<file path="config.mk">
export PLATFORM = sky130hd
export DESIGN_NAME = pulse_conditioner
export DESIGN_NICKNAME = d
export VERILOG_FILES = /design/src/rtl/pulse_conditioner_pkg.sv /design/src/rtl/pulse_conditioner_baseline_tracker.sv /design/src/rtl/pulse_conditioner.sv
export SDC_FILE = /design/constraint.sdc
export NUM_CORES = 1
export LEC_CHECK = 0
export CAP_MARGIN = 0
export CELL_PAD_IN_SITES_DETAIL_PLACEMENT = 0
export CELL_PAD_IN_SITES_GLOBAL_PLACEMENT = 2
export CORE_MARGIN = 2
export CORE_UTILIZATION = 30
export CTS_BUF_LIST = sky130_fd_sc_hd__clkbuf_16
export DETAILED_ROUTE_END_ITERATION = 7
export PLACE_DENSITY = 0.83
export SYNTH_ARGS = -nofsm -noshare
export SYNTH_HDL_FRONTEND = slang
export SYNTH_SLANG_ARGS = --single-unit
</file>
<file path="constraint.sdc">
create_clock -name Clk -period 4.68 [get_ports Clk]
set_clock_uncertainty 0.15 [all_clocks]
set_input_delay 0.936 -clock Clk [delete_from_list [all_inputs] [get_ports Clk]]
set_output_delay 0.936 -clock Clk [all_outputs]
set_load 0.005 [all_outputs]
</file>
<file path="src/rtl/pulse_conditioner_pkg.sv">
// Shared state encoding, output levels and the 17-to-16 bit saturation helper
// for the pulse_conditioner front-end discriminator.
package pulse_conditioner_pkg;

    typedef enum logic [1:0] {
        IDLE   = 2'd0,
        ARMING = 2'd1,
        ACTIVE = 2'd2,
        DEAD   = 2'd3
    } state_t;

    localparam logic signed [15:0] HI_LVL = 16'sh7FFF;
    localparam logic signed [15:0] LO_LVL = 16'sh0000;

    // A 17-bit difference overflows 16 bits exactly when its top two bits disagree.
    function automatic logic signed [15:0] sat16(input logic signed [16:0] value);
        logic signed [15:0] res;
        if (value[16] != value[15]) begin
            res = value[16] ? 16'sh8000 : 16'sh7FFF;
        end else begin
            res = value[15:0];
        end
        return res;
    endfunction

endpackage

</file>
<file path="src/rtl/pulse_conditioner_baseline_tracker.sv">
// First-order IIR baseline estimator: acc moves by (sample - baseline) each
// unfrozen cycle, and the baseline is acc scaled down by 2**BASE_SHIFT.
module baseline_tracker
    import pulse_conditioner_pkg::*;
#(
    parameter int BASE_SHIFT = 6
) (
    input  logic               Clk,
    input  logic               Reset,
    input  logic               Freeze,
    input  logic signed [15:0] Sample,
    output logic signed [15:0] Baseline
);

    localparam int ACC_W = 17 + BASE_SHIFT;

    logic signed [ACC_W-1:0] acc_r;
    logic signed [ACC_W-1:0] sample_ext_s;
    logic signed [ACC_W-1:0] base_ext_s;

    // Arithmetic shift followed by truncation to 16 bits is a plain bit slice.
    assign Baseline     = acc_r[BASE_SHIFT +: 16];
    assign sample_ext_s = {{(ACC_W-16){Sample[15]}}, Sample};
    assign base_ext_s   = {{(ACC_W-16){Baseline[15]}}, Baseline};

    // Accumulator register, held while a pulse is being qualified or emitted.
    always_ff @(posedge Clk) begin
        if (Reset) begin
            acc_r <= '0;
        end else if (!Freeze) begin
            acc_r <= acc_r + sample_ext_s - base_ext_s;
        end else begin
            acc_r <= acc_r;
        end
    end

endmodule

</file>
<file path="src/rtl/pulse_conditioner.sv">
// Baseline-corrected, glitch-filtered hysteresis discriminator with dead time.
// Define PULSE_COND_BASELINE_EN to build the baseline tracker; otherwise Baseline is 0.
module pulse_conditioner
    import pulse_conditioner_pkg::*;
#(
    parameter int BASE_SHIFT = 6
) (
    input  logic               Clk,
    input  logic               Reset,
    input  logic signed [15:0] DataIn,
    input  logic signed [15:0] ThresholdHi,
    input  logic signed [15:0] ThresholdLo,
    input  logic        [7:0]  GlitchLen,
    input  logic        [15:0] DeadTime,
    output logic signed [15:0] DataOut,
    output logic               PulseActive,
    output logic signed [15:0] Baseline
);

    if ((BASE_SHIFT < 1) || (BASE_SHIFT > 12)) begin : g_bad_shift
        $error("pulse_conditioner: BASE_SHIFT must lie in 1..12");
    end

    state_t             state_r;
    state_t             state_nxt_s;
    logic        [7:0]  gcnt_r;
    logic        [7:0]  gcnt_nxt_s;
    logic        [15:0] dcnt_r;
    logic        [15:0] dcnt_nxt_s;
    logic signed [15:0] d1_r;
    logic signed [15:0] c_r;
    logic signed [15:0] c_nxt_s;

`ifdef PULSE_COND_BASELINE_EN
    logic freeze_s;

    assign freeze_s = (state_r != IDLE);

    baseline_tracker #(
        .BASE_SHIFT (BASE_SHIFT)
    ) u_baseline (
        .Clk      (Clk),
        .Reset    (Reset),
        .Freeze   (freeze_s),
        .Sample   (d1_r),
        .Baseline (Baseline)
    );

    assign c_nxt_s = sat16($signed({d1_r[15], d1_r}) - $signed({Baseline[15], Baseline}));
`else
    assign Baseline = 16'sd0;
    assign c_nxt_s  = d1_r;
`endif

    // Sample pipeline, corrected sample and FSM state/counter registers.
    always_ff @(posedge Clk) begin
        if (Reset) begin
            d1_r    <= 16'sd0;
            c_r     <= 16'sd0;
            state_r <= IDLE;
            gcnt_r  <= 8'd0;
            dcnt_r  <= 16'd0;
        end else begin
            d1_r    <= DataIn;
            c_r     <= c_nxt_s;
            state_r <= state_nxt_s;
            gcnt_r  <= gcnt_nxt_s;
            dcnt_r  <= dcnt_nxt_s;
        end
    end

    // Next-state logic; thresholds and counts are taken live each cycle.
    always_comb begin
        state_nxt_s = state_r;
        gcnt_nxt_s  = gcnt_r;
        dcnt_nxt_s  = dcnt_r;
        case (state_r)
            IDLE: begin
                if (c_r > ThresholdHi) begin
                    if (GlitchLen == 8'd0) begin
                        state_nxt_s = ACTIVE;
                    end else begin
                        state_nxt_s = ARMING;
                        gcnt_nxt_s  = 8'd1;
                    end
                end else begin
                    state_nxt_s = IDLE;
                end
            end
            ARMING: begin
                // Only equality fires, so a GlitchLen lowered below gcnt waits for the 8-bit wrap.
                if (c_r <= ThresholdHi) begin
                    state_nxt_s = IDLE;
                end else if (gcnt_r == GlitchLen) begin
                    state_nxt_s = ACTIVE;
                end else begin
                    gcnt_nxt_s = gcnt_r + 8'd1;
                end
            end
            ACTIVE: begin
                if (c_r < ThresholdLo) begin
                    if (DeadTime == 16'd0) begin
                        state_nxt_s = IDLE;
                    end else begin
                        state_nxt_s = DEAD;
                        dcnt_nxt_s  = 16'd0;
                    end
                end else begin
                    state_nxt_s = ACTIVE;
                end
            end
            DEAD: begin
                dcnt_nxt_s = dcnt_r + 16'd1;
                if (dcnt_r == (DeadTime - 16'd1)) begin
                    state_nxt_s = IDLE;
                end else begin
                    state_nxt_s = DEAD;
                end
            end
            default: begin
                state_nxt_s = IDLE;
            end
        endcase
    end

    // Two-level output decoded from the registered state.
    always_comb begin
        DataOut     = LO_LVL;
        PulseActive = 1'b0;
        if (state_r == ACTIVE) begin
            DataOut     = HI_LVL;
            PulseActive = 1'b1;
        end else begin
            DataOut     = LO_LVL;
            PulseActive = 1'b0;
        end
    end

endmodule

</file>
==> impl_metrics.yaml <==
run_status:
  outcome: "complete, no violations"
final_layout:
  antenna_cells: 0
  syn_to_final_growth_pct: 29.6
  fin_nets: 647
  design_area_um2: 5080
  drive_gt1_frac: 0.0442
worst_setup_path:
  crit_type: "in2reg"
  crit_required_ns: 4.79
  reg2reg_from: "state_r[1]"
  crit_fanout: 13
  ff2ff_path_depth: 7
  startpoint_type: "input pin"
  end_kind: "register"
  r2r-end: "dcnt_r[0]"
  arrival_ns: 3.83
  reg2reg_slack_ns: 1.79
clock_tree:
  clk-insertion-delay-late_ns: 0.32
  cts_max_path_buffers: 2
  numCtsBuffers: 9
  clkTransAtPathRegs_ns: 0.05
  cts_root_buffer: "clkbuf_16"
  ctsHtreeMaxLevel: 3
  holdBufCountCts: 0
  ctsResizeCount: 0
  clock_sinks: 58
  cts_tree: "yes"
  cts_setup_buffers: 0
global_route:
  grt_overflow_total: 0
  antenna_found_initial: 0
  grt_max_degree: 50
  grt_pass1_wl_um: 16000
  grt_pass1_vias: 3266
  track_usage: 0.141
sta:
  period_needed_ns: 3.72
  fmax_mhz: 269
  max_slew_margin: 0.299
  timing.hold.ws_ns: 0.281
  final-max-slew-violation-count: 0
  setup_viol: 0
  tightest_slew_ns: 1.05
  finalSetupTns_ns: 0
  grt_setup_unrepaired: "no"
  hold_viol: 0
  fin_ws_ns: 0.959
  post-route-period-util: 0.795
detailed_routing:
  dr.pass1.iters: 4
  vias: 3429
  drtIter0Drc: 138
  routedWlPerCell_um: 13.5
  drc: 0
  wirelength_um: 9680
  ant_nets: 0
  vias_per_cell: 4.80
floorplanning:
  dieArea_um2: 14000
  fp.dieW_um: 118
  rows: 41
  ios: 107
  initial_core_util: 0.309
  die_h_um: 118
  core_area_um2: 12700
logic_synthesis:
  synth_area_leaders: "dfxtp_1, ha_1, buf_4, nor2b_1, inv_1"
  synth_fa_ha_area_frac: 0.109
  avgSynthCellArea_um2: 8.30
  synthDistinctLibCells: 59
  synthMuxAreaShare: 0.0137
  synth-compound-area-share: 0.156
  synth-edff-count: 0
  ys_seq_area_frac: 0.296
  synthArstFlopShare: 0
  yosysMostFrequentCell: "dfxtp_1"
  synth_cells: 472
  synth_seq_cells: 58
  synth_xor_area_frac: 0.0693
  synth_top_family_by_area: "simple AND/OR/NAND/NOR gates"
  synthTopCellsByCount: "dfxtp_1, inv_1, nor2_1"
  synth_top_cell_area_share: 0.296
  yosys.area_share.simple: 0.236
  synth_warnings: 0
  ys.flop_type: "dfxtp_1"
  synth_top_area_cell: "dfxtp_1"
  synth_area_um2: 3920
min_path:
  whs_path_depth: 1
  hold-path-endpoint: "c_r[9]"
  hold_path.class: "reg2reg"
  worstHoldStart: "c_nxt_s[9]"
power:
  finalPower_mw: 1.56
  leakagePower_nw: 2.01
  peakVddDrop_v: 0.000135
  p_per_area_nw_per_um2: 307
run:
  cap_violations: 0
placement:
  pre_cts_ws_ns: 0.671
  io_buffer_count: 89
  place_area_um2: 4770
  gp_congestion: 0.848
  dp.final_hpwl_um: 7710
## per-layer routing
layer	vias to the layer above	global-route usage	routed length [um]
li1	1754	-	-
met1	1599	0.182	4590
met2	68	0.236	4610
met3	8	0.0290	382
met4	0	0.0407	99
met5	-	0	0
## placed cells by master, fill, tap and decap left out, types with 3 or more instances in the layout
| cell | n |
|---|---|
| or3_1 | 3 |
| o21ai_0 | 19 |
| conb_1 | 17 |
| inv_1 | 40 |
| and4_1 | 5 |
| clkdlybuf4s50_1 | 88 |
| nor2_1 | 37 |
| clkbuf_16 | 9 |
| o21a_1 | 5 |
| nand4_1 | 15 |
| xnor2_1 | 17 |
| ha_1 | 34 |
| a21oi_1 | 13 |
| nor3_1 | 8 |
| a311oi_1 | 11 |
| nand2_1 | 22 |
| and3_1 | 5 |
| dfxtp_1 | 58 |
| nand3_1 | 12 |
| nand2b_1 | 5 |
| xor2_1 | 14 |
| mux2_2 | 3 |
| a211oi_1 | 7 |
| nor2b_1 | 34 |
| a31oi_1 | 5 |
| and2_1 | 3 |
| nor4_1 | 5 |
## worst max path at each step
stage	start	end	slack [ns]	depth (start not counted)
floorplan	ThresholdHi[13]	gcnt_r[2]	1.49	11
global placement	DeadTime[8]	dcnt_r[0]	0.70	8
detailed placement	DeadTime[8]	dcnt_r[0]	0.67	8
CTS	DeadTime[8]	dcnt_r[0]	1.00	8
global route	DeadTime[7]	dcnt_r[0]	0.71	8
finish	DeadTime[7]	dcnt_r[0]	0.96	8
## worst max-delay path, stage by stage
cell and delay (ns):
clkdlybuf4s50_1 0.50, nor4_1 0.53, nand4_1 0.42, o2111ai_1 0.31, nand4bb_1 0.18, nand3_1 0.42
mux2_2 0.45, nor2_1 0.08
## kinds of logic (layout without fill, tap and decap cells)
family | Yosys count | in the layout
AO/OA/AOI/OAI | 87 | 87
XOR/XNOR | 31 | 31
adder cells (fa/ha/maj) | 34 | 34
buffers and inverters | 90 | 145
flip-flops | 58 | 58
multiplexers | 5 | 5
other | 1 | 17
AND/OR/NAND/NOR | 166 | 166
## final cells by class
class                           count  area [um^2]
Tap cell                          172          215
Clock buffer                        9          225
Multi-Input combinational cell    340         2350
Sequential cell                    58         1160
Fill cell                        1296         7590
Timing Repair Buffer               90          893
Clock inverter                      6         82.6
Inverter                           40          150
## metrics by stage
stage | utilization | instances
after CTS | 0.401 | 715
final | 0.401 | 715
after floorplan | - | 488
after global placement | 0.376 | 700
after global routing | 0.401 | 715
after detailed placement | 0.376 | 700
## registers in the layout (all words and copies together) (netlist names)
signal	count
c_nxt_s	16
state_r	2
c_r	16
gcnt_r	8
dcnt_r	16
## where the power goes
group | internal [mW] | switching (mW) | total, mW | leakage [nW]
sequential | 0.516 | 0.0217 | 0.538 | 0.475
clock | 0.458 | 0.220 | 0.678 | 0.143
combinational | 0.190 | 0.154 | 0.344 | 1.39
No activity file was read; power rests on OpenSTA's default activity.
